===== config.mk =====
export PLATFORM = sky130hd
export DESIGN_NAME = write_channel_controller_flat
export DESIGN_NICKNAME = d
export VERILOG_FILES = /design/src/rtl/axi_ic_pkg.sv /design/src/rtl/write_channel_controller_if.sv /design/src/rtl/wc_addr_decoder.sv /design/src/rtl/write_channel_controller.sv /design/src/flat_wrapper.sv
export SDC_FILE = /design/constraint.sdc
export NUM_CORES = 1
export LEC_CHECK = 0
export BUFFER_PORTS_ARGS = -buffer_cell sky130_fd_sc_hd__clkbuf_2
export CAP_MARGIN = 20
export CELL_PAD_IN_SITES_DETAIL_PLACEMENT = 1
export CELL_PAD_IN_SITES_GLOBAL_PLACEMENT = 1
export CORE_MARGIN = 5
export CORE_UTILIZATION = 37
export DETAILED_ROUTE_END_ITERATION = 8
export PLACE_DENSITY_LB_ADDON = 0.1
export RECOVER_POWER = 100
export SETUP_SLACK_MARGIN = 0.4
export SLEW_MARGIN = 20
export SYNTH_ARGS = -nofsm -noshare
export SYNTH_HDL_FRONTEND = slang
export SYNTH_SLANG_ARGS = --single-unit

===== constraint.sdc =====
create_clock -name clkk -period 5.4 [get_ports clkk]
set_input_delay 0.54 -clock clkk [delete_from_list [all_inputs] [get_ports clkk]]
set_output_delay 0.54 -clock clkk [all_outputs]
set_load 0.05 [all_outputs]

===== src/rtl/axi_ic_pkg.sv =====
// Shared definitions for the interconnect read/write channel controllers:
// FSM encoding, BRESP codes, master/slave indices and the arbitration helper.
package axi_ic_pkg;

   typedef enum logic [1:0] {
      StIdle = 2'd0,
      StAw   = 2'd1,
      StW    = 2'd2,
      StB    = 2'd3
   } ic_state_e;

   localparam logic [1:0] BrespOkay   = 2'b00;
   localparam logic [1:0] BrespDecerr = 2'b11;

   localparam logic MasterM0 = 1'b0;
   localparam logic MasterM1 = 1'b1;
   localparam logic SlaveS0  = 1'b0;
   localparam logic SlaveS1  = 1'b1;

   // Two-way round robin: on contention the master not granted last time wins.
   function automatic logic rr_grant(input logic m0_valid, input logic m1_valid,
                                     input logic last_grant);
      if (m0_valid && m1_valid) begin
         return ~last_grant;
      end
      return m1_valid ? MasterM1 : MasterM0;
   endfunction

endpackage


===== src/rtl/write_channel_controller_if.sv =====
// Handshake and routing signals between the write channel controller and the fabric.
// master: the controller's view; slave: the surrounding masters/slaves/muxes.
interface write_channel_controller_if #(
   parameter int unsigned ADDR_W = 32,
   parameter int unsigned CNT_W  = 8
) ();

   logic [ADDR_W-1:0] slave0_addr1;
   logic [ADDR_W-1:0] slave0_addr2;
   logic [ADDR_W-1:0] slave1_addr1;
   logic [ADDR_W-1:0] slave1_addr2;

   logic [ADDR_W-1:0] M0_AWADDR;
   logic [ADDR_W-1:0] M1_AWADDR;
   logic              M0_AWVALID;
   logic              M1_AWVALID;
   logic              S0_AWREADY;
   logic              S1_AWREADY;
   logic              M0_WVALID;
   logic              M1_WVALID;
   logic              M0_WLAST;
   logic              M1_WLAST;
   logic              S0_WREADY;
   logic              S1_WREADY;
   logic              S0_BVALID;
   logic              S1_BVALID;
   logic              M0_BREADY;
   logic              M1_BREADY;

   logic              sel_master;
   logic              sel_slave;
   logic              aw_en;
   logic              w_en;
   logic              b_en;
   logic              err_awready;
   logic              err_wready;
   logic              err_bvalid;
   logic [1:0]        err_bresp;
   logic [CNT_W-1:0]  w_beat_count;

   modport master (
      input  slave0_addr1, slave0_addr2, slave1_addr1, slave1_addr2,
      input  M0_AWADDR, M1_AWADDR, M0_AWVALID, M1_AWVALID, S0_AWREADY, S1_AWREADY,
      input  M0_WVALID, M1_WVALID, M0_WLAST, M1_WLAST, S0_WREADY, S1_WREADY,
      input  S0_BVALID, S1_BVALID, M0_BREADY, M1_BREADY,
      output sel_master, sel_slave, aw_en, w_en, b_en,
      output err_awready, err_wready, err_bvalid, err_bresp, w_beat_count
   );

   modport slave (
      output slave0_addr1, slave0_addr2, slave1_addr1, slave1_addr2,
      output M0_AWADDR, M1_AWADDR, M0_AWVALID, M1_AWVALID, S0_AWREADY, S1_AWREADY,
      output M0_WVALID, M1_WVALID, M0_WLAST, M1_WLAST, S0_WREADY, S1_WREADY,
      output S0_BVALID, S1_BVALID, M0_BREADY, M1_BREADY,
      input  sel_master, sel_slave, aw_en, w_en, b_en,
      input  err_awready, err_wready, err_bvalid, err_bresp, w_beat_count
   );

endinterface


===== src/rtl/wc_addr_decoder.sv =====
// Combinational address decode against two inclusive ranges; slave 0 wins on overlap.
module wc_addr_decoder
   import axi_ic_pkg::*;
#(
   parameter int unsigned ADDR_W = 32
) (
   input  logic [ADDR_W-1:0] addr,
   input  logic [ADDR_W-1:0] s0_lo,
   input  logic [ADDR_W-1:0] s0_hi,
   input  logic [ADDR_W-1:0] s1_lo,
   input  logic [ADDR_W-1:0] s1_hi,
   output logic              slave_idx,
   output logic              dec_err
);

   logic in_s0;
   logic in_s1;

   assign in_s0 = (addr >= s0_lo) && (addr <= s0_hi);
   assign in_s1 = (addr >= s1_lo) && (addr <= s1_hi);

   always_comb begin
      slave_idx = SlaveS0;
      dec_err   = 1'b0;
      if (in_s0) begin
         slave_idx = SlaveS0;
      end else if (in_s1) begin
         slave_idx = SlaveS1;
      end else begin
         dec_err = 1'b1;
      end
   end

endmodule


===== src/rtl/write_channel_controller.sv =====
// Write-side interconnect controller: arbitrates two masters, routes AW/W/B to one of
// two slaves, and answers unmapped addresses with an internal DECERR responder.
module write_channel_controller
   import axi_ic_pkg::*;
#(
   parameter int unsigned ADDR_W = 32,
   parameter int unsigned CNT_W  = 8
) (
   input logic                        clkk,
   input logic                        resett,
   write_channel_controller_if.master bus
);

   localparam logic [CNT_W-1:0] CntMax = '1;

   ic_state_e        state_q;
   logic             sel_master_q;
   logic             sel_slave_q;
   logic             aw_en_q;
   logic             w_en_q;
   logic             b_en_q;
   logic             err_awready_q;
   logic             err_wready_q;
   logic             err_bvalid_q;
   logic [1:0]       err_bresp_q;
   logic [CNT_W-1:0] w_beat_count_q;
   logic             dec_err_q;
   logic             last_grant_q;

   logic              grant;
   logic [ADDR_W-1:0] grant_addr;
   logic              dec_slave;
   logic              dec_err;

   assign grant      = rr_grant(bus.M0_AWVALID, bus.M1_AWVALID, last_grant_q);
   assign grant_addr = grant ? bus.M1_AWADDR : bus.M0_AWADDR;

   wc_addr_decoder #(
      .ADDR_W (ADDR_W)
   ) u_dec (
      .addr      (grant_addr),
      .s0_lo     (bus.slave0_addr1),
      .s0_hi     (bus.slave0_addr2),
      .s1_lo     (bus.slave1_addr1),
      .s1_hi     (bus.slave1_addr2),
      .slave_idx (dec_slave),
      .dec_err   (dec_err)
   );

   // Handshake signals of the currently granted master / selected slave.
   logic g_awvalid, g_wvalid, g_wlast, g_bready;
   logic s_awready, s_wready, s_bvalid;
   logic w_beat, b_done;

   assign g_awvalid = sel_master_q ? bus.M1_AWVALID : bus.M0_AWVALID;
   assign g_wvalid  = sel_master_q ? bus.M1_WVALID  : bus.M0_WVALID;
   assign g_wlast   = sel_master_q ? bus.M1_WLAST   : bus.M0_WLAST;
   assign g_bready  = sel_master_q ? bus.M1_BREADY  : bus.M0_BREADY;
   assign s_awready = sel_slave_q  ? bus.S1_AWREADY : bus.S0_AWREADY;
   assign s_wready  = sel_slave_q  ? bus.S1_WREADY  : bus.S0_WREADY;
   assign s_bvalid  = sel_slave_q  ? bus.S1_BVALID  : bus.S0_BVALID;

   assign w_beat = g_wvalid && ((w_en_q && s_wready) || err_wready_q);
   assign b_done = g_bready && (err_bvalid_q || (b_en_q && s_bvalid));

   always_ff @(posedge clkk or negedge resett) begin
      if (!resett) begin
         state_q        <= StIdle;
         sel_master_q   <= MasterM0;
         sel_slave_q    <= SlaveS0;
         aw_en_q        <= 1'b0;
         w_en_q         <= 1'b0;
         b_en_q         <= 1'b0;
         err_awready_q  <= 1'b0;
         err_wready_q   <= 1'b0;
         err_bvalid_q   <= 1'b0;
         err_bresp_q    <= BrespOkay;
         w_beat_count_q <= '0;
         dec_err_q      <= 1'b0;
         last_grant_q   <= MasterM1;
      end else begin
         unique case (state_q)
            StIdle: begin
               if (bus.M0_AWVALID || bus.M1_AWVALID) begin
                  sel_master_q  <= grant;
                  sel_slave_q   <= dec_err ? SlaveS0 : dec_slave;
                  dec_err_q     <= dec_err;
                  aw_en_q       <= !dec_err;
                  err_awready_q <= dec_err;
                  state_q       <= StAw;
               end
            end
            StAw: begin
               // The error responder accepts the address unconditionally in one cycle.
               if (dec_err_q) begin
                  err_awready_q  <= 1'b0;
                  err_wready_q   <= 1'b1;
                  w_beat_count_q <= '0;
                  state_q        <= StW;
               end else if (g_awvalid && s_awready) begin
                  aw_en_q        <= 1'b0;
                  w_en_q         <= 1'b1;
                  w_beat_count_q <= '0;
                  state_q        <= StW;
               end
            end
            StW: begin
               if (w_beat) begin
                  if (w_beat_count_q != CntMax) begin
                     w_beat_count_q <= w_beat_count_q + CNT_W'(1);
                  end
                  if (g_wlast) begin
                     w_en_q       <= 1'b0;
                     err_wready_q <= 1'b0;
                     b_en_q       <= !dec_err_q;
                     err_bvalid_q <= dec_err_q;
                     err_bresp_q  <= dec_err_q ? BrespDecerr : BrespOkay;
                     state_q      <= StB;
                  end
               end
            end
            StB: begin
               if (b_done) begin
                  b_en_q       <= 1'b0;
                  err_bvalid_q <= 1'b0;
                  err_bresp_q  <= BrespOkay;
                  last_grant_q <= sel_master_q;
                  dec_err_q    <= 1'b0;
                  state_q      <= StIdle;
               end
            end
            default: state_q <= StIdle;
         endcase
      end
   end

   assign bus.sel_master   = sel_master_q;
   assign bus.sel_slave    = sel_slave_q;
   assign bus.aw_en        = aw_en_q;
   assign bus.w_en         = w_en_q;
   assign bus.b_en         = b_en_q;
   assign bus.err_awready  = err_awready_q;
   assign bus.err_wready   = err_wready_q;
   assign bus.err_bvalid   = err_bvalid_q;
   assign bus.err_bresp    = err_bresp_q;
   assign bus.w_beat_count = w_beat_count_q;

endmodule

===== src/flat_wrapper.sv =====
// flat-port wrapper written by rule: the top's interface ports become plain ports
module write_channel_controller_flat import axi_ic_pkg::*;
#(
   parameter int unsigned ADDR_W = 32,
   parameter int unsigned CNT_W  = 8
)
  (clkk, resett, bus_slave0_addr1, bus_slave0_addr2, bus_slave1_addr1, bus_slave1_addr2, bus_M0_AWADDR, bus_M1_AWADDR, bus_M0_AWVALID, bus_M1_AWVALID, bus_S0_AWREADY, bus_S1_AWREADY, bus_M0_WVALID, bus_M1_WVALID, bus_M0_WLAST, bus_M1_WLAST, bus_S0_WREADY, bus_S1_WREADY, bus_S0_BVALID, bus_S1_BVALID, bus_M0_BREADY, bus_M1_BREADY, bus_sel_master, bus_sel_slave, bus_aw_en, bus_w_en, bus_b_en, bus_err_awready, bus_err_wready, bus_err_bvalid, bus_err_bresp, bus_w_beat_count);
  write_channel_controller_if #(.ADDR_W(ADDR_W), .CNT_W(CNT_W)) bus_i ();
  input logic clkk;
  input logic resett;
  input wire logic [$bits(bus_i.slave0_addr1)-1:0] bus_slave0_addr1;
  input wire logic [$bits(bus_i.slave0_addr2)-1:0] bus_slave0_addr2;
  input wire logic [$bits(bus_i.slave1_addr1)-1:0] bus_slave1_addr1;
  input wire logic [$bits(bus_i.slave1_addr2)-1:0] bus_slave1_addr2;
  input wire logic [$bits(bus_i.M0_AWADDR)-1:0] bus_M0_AWADDR;
  input wire logic [$bits(bus_i.M1_AWADDR)-1:0] bus_M1_AWADDR;
  input wire logic [$bits(bus_i.M0_AWVALID)-1:0] bus_M0_AWVALID;
  input wire logic [$bits(bus_i.M1_AWVALID)-1:0] bus_M1_AWVALID;
  input wire logic [$bits(bus_i.S0_AWREADY)-1:0] bus_S0_AWREADY;
  input wire logic [$bits(bus_i.S1_AWREADY)-1:0] bus_S1_AWREADY;
  input wire logic [$bits(bus_i.M0_WVALID)-1:0] bus_M0_WVALID;
  input wire logic [$bits(bus_i.M1_WVALID)-1:0] bus_M1_WVALID;
  input wire logic [$bits(bus_i.M0_WLAST)-1:0] bus_M0_WLAST;
  input wire logic [$bits(bus_i.M1_WLAST)-1:0] bus_M1_WLAST;
  input wire logic [$bits(bus_i.S0_WREADY)-1:0] bus_S0_WREADY;
  input wire logic [$bits(bus_i.S1_WREADY)-1:0] bus_S1_WREADY;
  input wire logic [$bits(bus_i.S0_BVALID)-1:0] bus_S0_BVALID;
  input wire logic [$bits(bus_i.S1_BVALID)-1:0] bus_S1_BVALID;
  input wire logic [$bits(bus_i.M0_BREADY)-1:0] bus_M0_BREADY;
  input wire logic [$bits(bus_i.M1_BREADY)-1:0] bus_M1_BREADY;
  output wire logic [$bits(bus_i.sel_master)-1:0] bus_sel_master;
  output wire logic [$bits(bus_i.sel_slave)-1:0] bus_sel_slave;
  output wire logic [$bits(bus_i.aw_en)-1:0] bus_aw_en;
  output wire logic [$bits(bus_i.w_en)-1:0] bus_w_en;
  output wire logic [$bits(bus_i.b_en)-1:0] bus_b_en;
  output wire logic [$bits(bus_i.err_awready)-1:0] bus_err_awready;
  output wire logic [$bits(bus_i.err_wready)-1:0] bus_err_wready;
  output wire logic [$bits(bus_i.err_bvalid)-1:0] bus_err_bvalid;
  output wire logic [$bits(bus_i.err_bresp)-1:0] bus_err_bresp;
  output wire logic [$bits(bus_i.w_beat_count)-1:0] bus_w_beat_count;
  assign bus_i.slave0_addr1 = bus_slave0_addr1;
  assign bus_i.slave0_addr2 = bus_slave0_addr2;
  assign bus_i.slave1_addr1 = bus_slave1_addr1;
  assign bus_i.slave1_addr2 = bus_slave1_addr2;
  assign bus_i.M0_AWADDR = bus_M0_AWADDR;
  assign bus_i.M1_AWADDR = bus_M1_AWADDR;
  assign bus_i.M0_AWVALID = bus_M0_AWVALID;
  assign bus_i.M1_AWVALID = bus_M1_AWVALID;
  assign bus_i.S0_AWREADY = bus_S0_AWREADY;
  assign bus_i.S1_AWREADY = bus_S1_AWREADY;
  assign bus_i.M0_WVALID = bus_M0_WVALID;
  assign bus_i.M1_WVALID = bus_M1_WVALID;
  assign bus_i.M0_WLAST = bus_M0_WLAST;
  assign bus_i.M1_WLAST = bus_M1_WLAST;
  assign bus_i.S0_WREADY = bus_S0_WREADY;
  assign bus_i.S1_WREADY = bus_S1_WREADY;
  assign bus_i.S0_BVALID = bus_S0_BVALID;
  assign bus_i.S1_BVALID = bus_S1_BVALID;
  assign bus_i.M0_BREADY = bus_M0_BREADY;
  assign bus_i.M1_BREADY = bus_M1_BREADY;
  assign bus_sel_master = bus_i.sel_master;
  assign bus_sel_slave = bus_i.sel_slave;
  assign bus_aw_en = bus_i.aw_en;
  assign bus_w_en = bus_i.w_en;
  assign bus_b_en = bus_i.b_en;
  assign bus_err_awready = bus_i.err_awready;
  assign bus_err_wready = bus_i.err_wready;
  assign bus_err_bvalid = bus_i.err_bvalid;
  assign bus_err_bresp = bus_i.err_bresp;
  assign bus_w_beat_count = bus_i.w_beat_count;
  write_channel_controller #(.ADDR_W(ADDR_W), .CNT_W(CNT_W)) u_core (.clkk(clkk), .resett(resett), .bus(bus_i));
endmodule

==> results.py <==
metrics = {
    "floorplan": {
        "rows": 41,
        "dieWidth_um": 124.1,
        "core_area_um2": 12670,
        "dieArea_um2": 15390,
        "die_h_um": 124.1,
        "ios": 226,
        "start_util_pct": 38.00,
    },
    "synth": {
        "synth.distinct_cells": 53,
        "synth.avg_cell_area_um2": 7.893,
        "synth-main-ff-cell": "dfrtp_1",
        "postSynthCellCount": 610,
        "synth_edf_count": 0,
        "syn-cell-area_um2": 4815,
        "yosys.area.top_type_share_pct": 34.56,
        "async_flop_share_pct": 100.0,
        "synthTopCellsByArea": "ha_1 35%, inv_1 10%, dfrtp_1 9.9%, mux2_2 7.7%, a21oi_1 4.8%",
        "yosysSeqAreaShare_pct": 10.42,
        "synth_largest_area_cell": "ha_1",
        "synth_seq_cells": 20,
        "synth_top_cells_by_count": "133 x ha_1, 133 x inv_1, 46 x a21oi_1",
        "synth_nets": 951,
        "synth_warnings": 0,
    },
    "place": {
        "io_buffers": 225,
        "place.gp.congestion": 0.9397,
        "dpl.hpwl_um": 15680,
        "place_area_um2": 6151,
    },
    "cts": {
        "clock-sinks": 20,
        "hold_buffers": 0,
        "cts_max_level": 1,
        "cts_max_path_buffers": 2,
        "worstSkewPairLatency_ns": 0.25,
        "cts-root-buf": "clkbuf_16",
        "cts_tree": "built",
        "cts_inserted_buffers": 3,
        "clk_pin_slew_ns": 0.06,
        "postCtsSetupBuffers": 0,
        "post_cts_resized": 0,
    },
    "sta": {
        "tightest_slew_ns": 1.152,
        "max_freq_ghz": 0.2345,
        "hold_violations": 0,
        "setup_violations": 0,
        "clock_skew_ns": 0.001532,
        "hold_ws_ns": 0.4974,
        "drv_slew": 0,
        "period_minus_slack_ns": 4.264,
        "rsz0062_at_grt": "no",
        "min_period_over_period_pct": 78.96,
        "max-slew-margin-rel_pct": 23.19,
        "finalSetupTns_ns": 0,
    },
    "flow_run": {
        "cap_violations": 0,
    },
    "pwr": {
        "powerDensity_nw_per_um2": 230.5,
        "p_leak_nw": 3.569,
        "max-vdd-ir-drop_mv": 0.1208,
    },
    "layout": {
        "register_area_um2": 501.7,
        "diodes": 0,
        "multi_input_area_um2": 3782,
        "areaGrowthSynthToFinish_pct": 28.59,
        "drive_gt1_share_pct": 31.02,
        "fin_nets": 1177,
        "fill_cells": 1665,
        "final_area_um2": 6191,
    },
    "detailed_routing": {
        "vias": 5164,
        "final_antenna_net_count": 0,
        "avgRoutedWirePerCell_um": 17.20,
        "drtIter0Drc": 120,
        "wirelength_um": 17320,
        "drcViolationCount": 0,
        "first_pass_iters": 4,
        "viasPerCell": 5.128,
    },
    "critical_path": {
        "crit_arrival_ns": 4.40,
        "path_max_fanout": 17,
        "cp.required_ns": 5.53,
        "rrSetupSlack_ns": 1.16,
        "crit_path_start_kind": "input pin",
        "rr_startpoint": "u_core.last_grant_q",
        "cpLargestDelayFamily": "compound AO/OA/AOI/OAI gates",
        "path_class": "in -> reg",
        "end_kind": "flop",
        "cp_slowest_stage_delay_ns": 0.86,
        "crit_path_start": "bus_M1_AWVALID",
        "path_cells": "clkbuf_2 -> a21boi_4 -> clkbuf_1 -> mux2i_1 -> ha_1 -> inv_1 -> a21oi_1 -> o311ai_0 -> nand3_1 -> a2111oi_4 -> o32ai_1 -> a221o_1",
        "cp_num_buf_inv": 3,
        "crit_slowest_cell": "clkbuf_1",
    },
    "global_routing": {
        "grt_pass1_wl_um": 27630,
        "grt_overflow_total": 0,
        "grt_pass1_vias": 5840,
        "grt_use_total_pct": 22.40,
        "grt_max_degree": 21,
        "antenna_found_initial": 1,
    },
    "hold_path": {
        "hold_path.class": "in -> async",
    },
    "outcome": {
        "run_status": "completed",
    },
}
logic make-up after synthesis:
kind of cell    count (synthesis)  share of synthesized area [%]
flops                          20                          10.42
compound gates                122                          17.67
xor+xnor                        5                         0.9095
simple gates                  149                          15.72
buf+inv                       139                          11.02
fa+ha+maj                     133                          34.56
mux                            42                          9.693
worst register-to-register path, stage by stage (launching register included):
cell	delay (ns)
dfstp_2	0.38
a21boi_4	0.14
clkbuf_1	0.86
mux2i_1	0.73
ha_1	0.37
inv_1	0.06
a21oi_1	0.06
o311ai_0	0.36
nand3_1	0.23
a2111oi_4	0.37
o32ai_1	0.20
a221o_1	0.35
final timing paths:
| path | endpoint | cells past startpoint |
|---|---|---|
| setup / recovery | u_core.bus.aw_en | 12 |
| min in group clkk | u_core.bus.w_beat_count[1] | 2 |
| max in group asynchronous | u_core.bus.err_awready | 1 |
| setup reg to reg | u_core.bus.aw_en | 11 |
| hold reg to reg | u_core.bus.w_beat_count[1] | 2 |
| hold / removal | u_core.bus.w_beat_count[2] | 1 |
registers in the layout, indices dropped and copies added (netlist names):
register                 cells
u_core.bus.w_beat_count      8
u_core.bus.b_en              1
u_core.bus.err_awready       1
u_core.bus.sel_slave         1
u_core.state_q               2
u_core.dec_err_q             1
u_core.last_grant_q          1
u_core.bus.w_en              1
u_core.bus.err_bresp         1
u_core.bus.aw_en             1
u_core.bus.sel_master        1
u_core.bus.err_wready        1
layer usage:
layer | vias to the layer above | part of all wire [%] | track usage (%)
met3 | 28 | 6.2 | 3.451
met4 | 2 | 2.1 | 4.791
met2 | 157 | 50 | 41.62
li1 | 2590 | - | -
met1 | 2387 | 41 | 27.09
met5 | - | 0.10 | 0
power breakdown:
part / internal [mW] / total [mW] / leakage [nW] / switching (mW)
logic: 0.390 / 1.01 / 3.28 / 0.621
registers: 0.199 / 0.260 / 0.253 / 0.0616
clock network: 0.101 / 0.155 / 0.0382 / 0.0548
placed cells by master (no fill, tap or decap), types with 3 or more instances in the layout:
cell type	Yosys	routed
xnor2_1	5	5
inv_1	133	133
nor2_1	24	24
nor2b_1	12	12
nand2b_1	4	4
nand2_1	43	43
clkbuf_2	1	206
mux2_2	33	33
o21ai_0	23	26
a221oi_2	3	3
clkbuf_1	3	21
a21o_1	5	5
and2_1	4	3
nor4_1	4	4
o211ai_1	3	3
clkbuf_16	0	3
and4_1	4	4
or3_1	6	6
dfrtp_1	19	19
o21ai_1	7	4
nand4_1	19	19
nor3_1	9	9
mux2_1	4	4
nand3_1	14	14
mux2i_1	5	5
a21oi_1	46	46
a221oi_1	3	3
ha_1	133	133
a211oi_1	8	8
final cells by class:
class	count	area share, %
tap	172	3.476
sequential	20	8.104
multi-input combinational	451	61.10
inverter	133	8.064
clock buffer	4	1.273
timing repair buffer	227	17.99
metrics by stage:
step | std cells | setup WS (ns) | util, % | power (mW)
2_1_floorplan | 610 | 1.921 | - | 0.9670
4_1_cts | 1007 | 1.803 | 49.17 | 1.454
6_report | 1007 | 1.136 | 48.86 | 1.427
5_1_grt | 1007 | 0.8667 | 48.86 | 1.565
3_3_place_gp | 1003 | 1.726 | 48.54 | 1.235
3_5_place_dp | 1003 | 1.564 | 48.54 | 1.290
No activity file was read; power rests on OpenSTA's default activity.
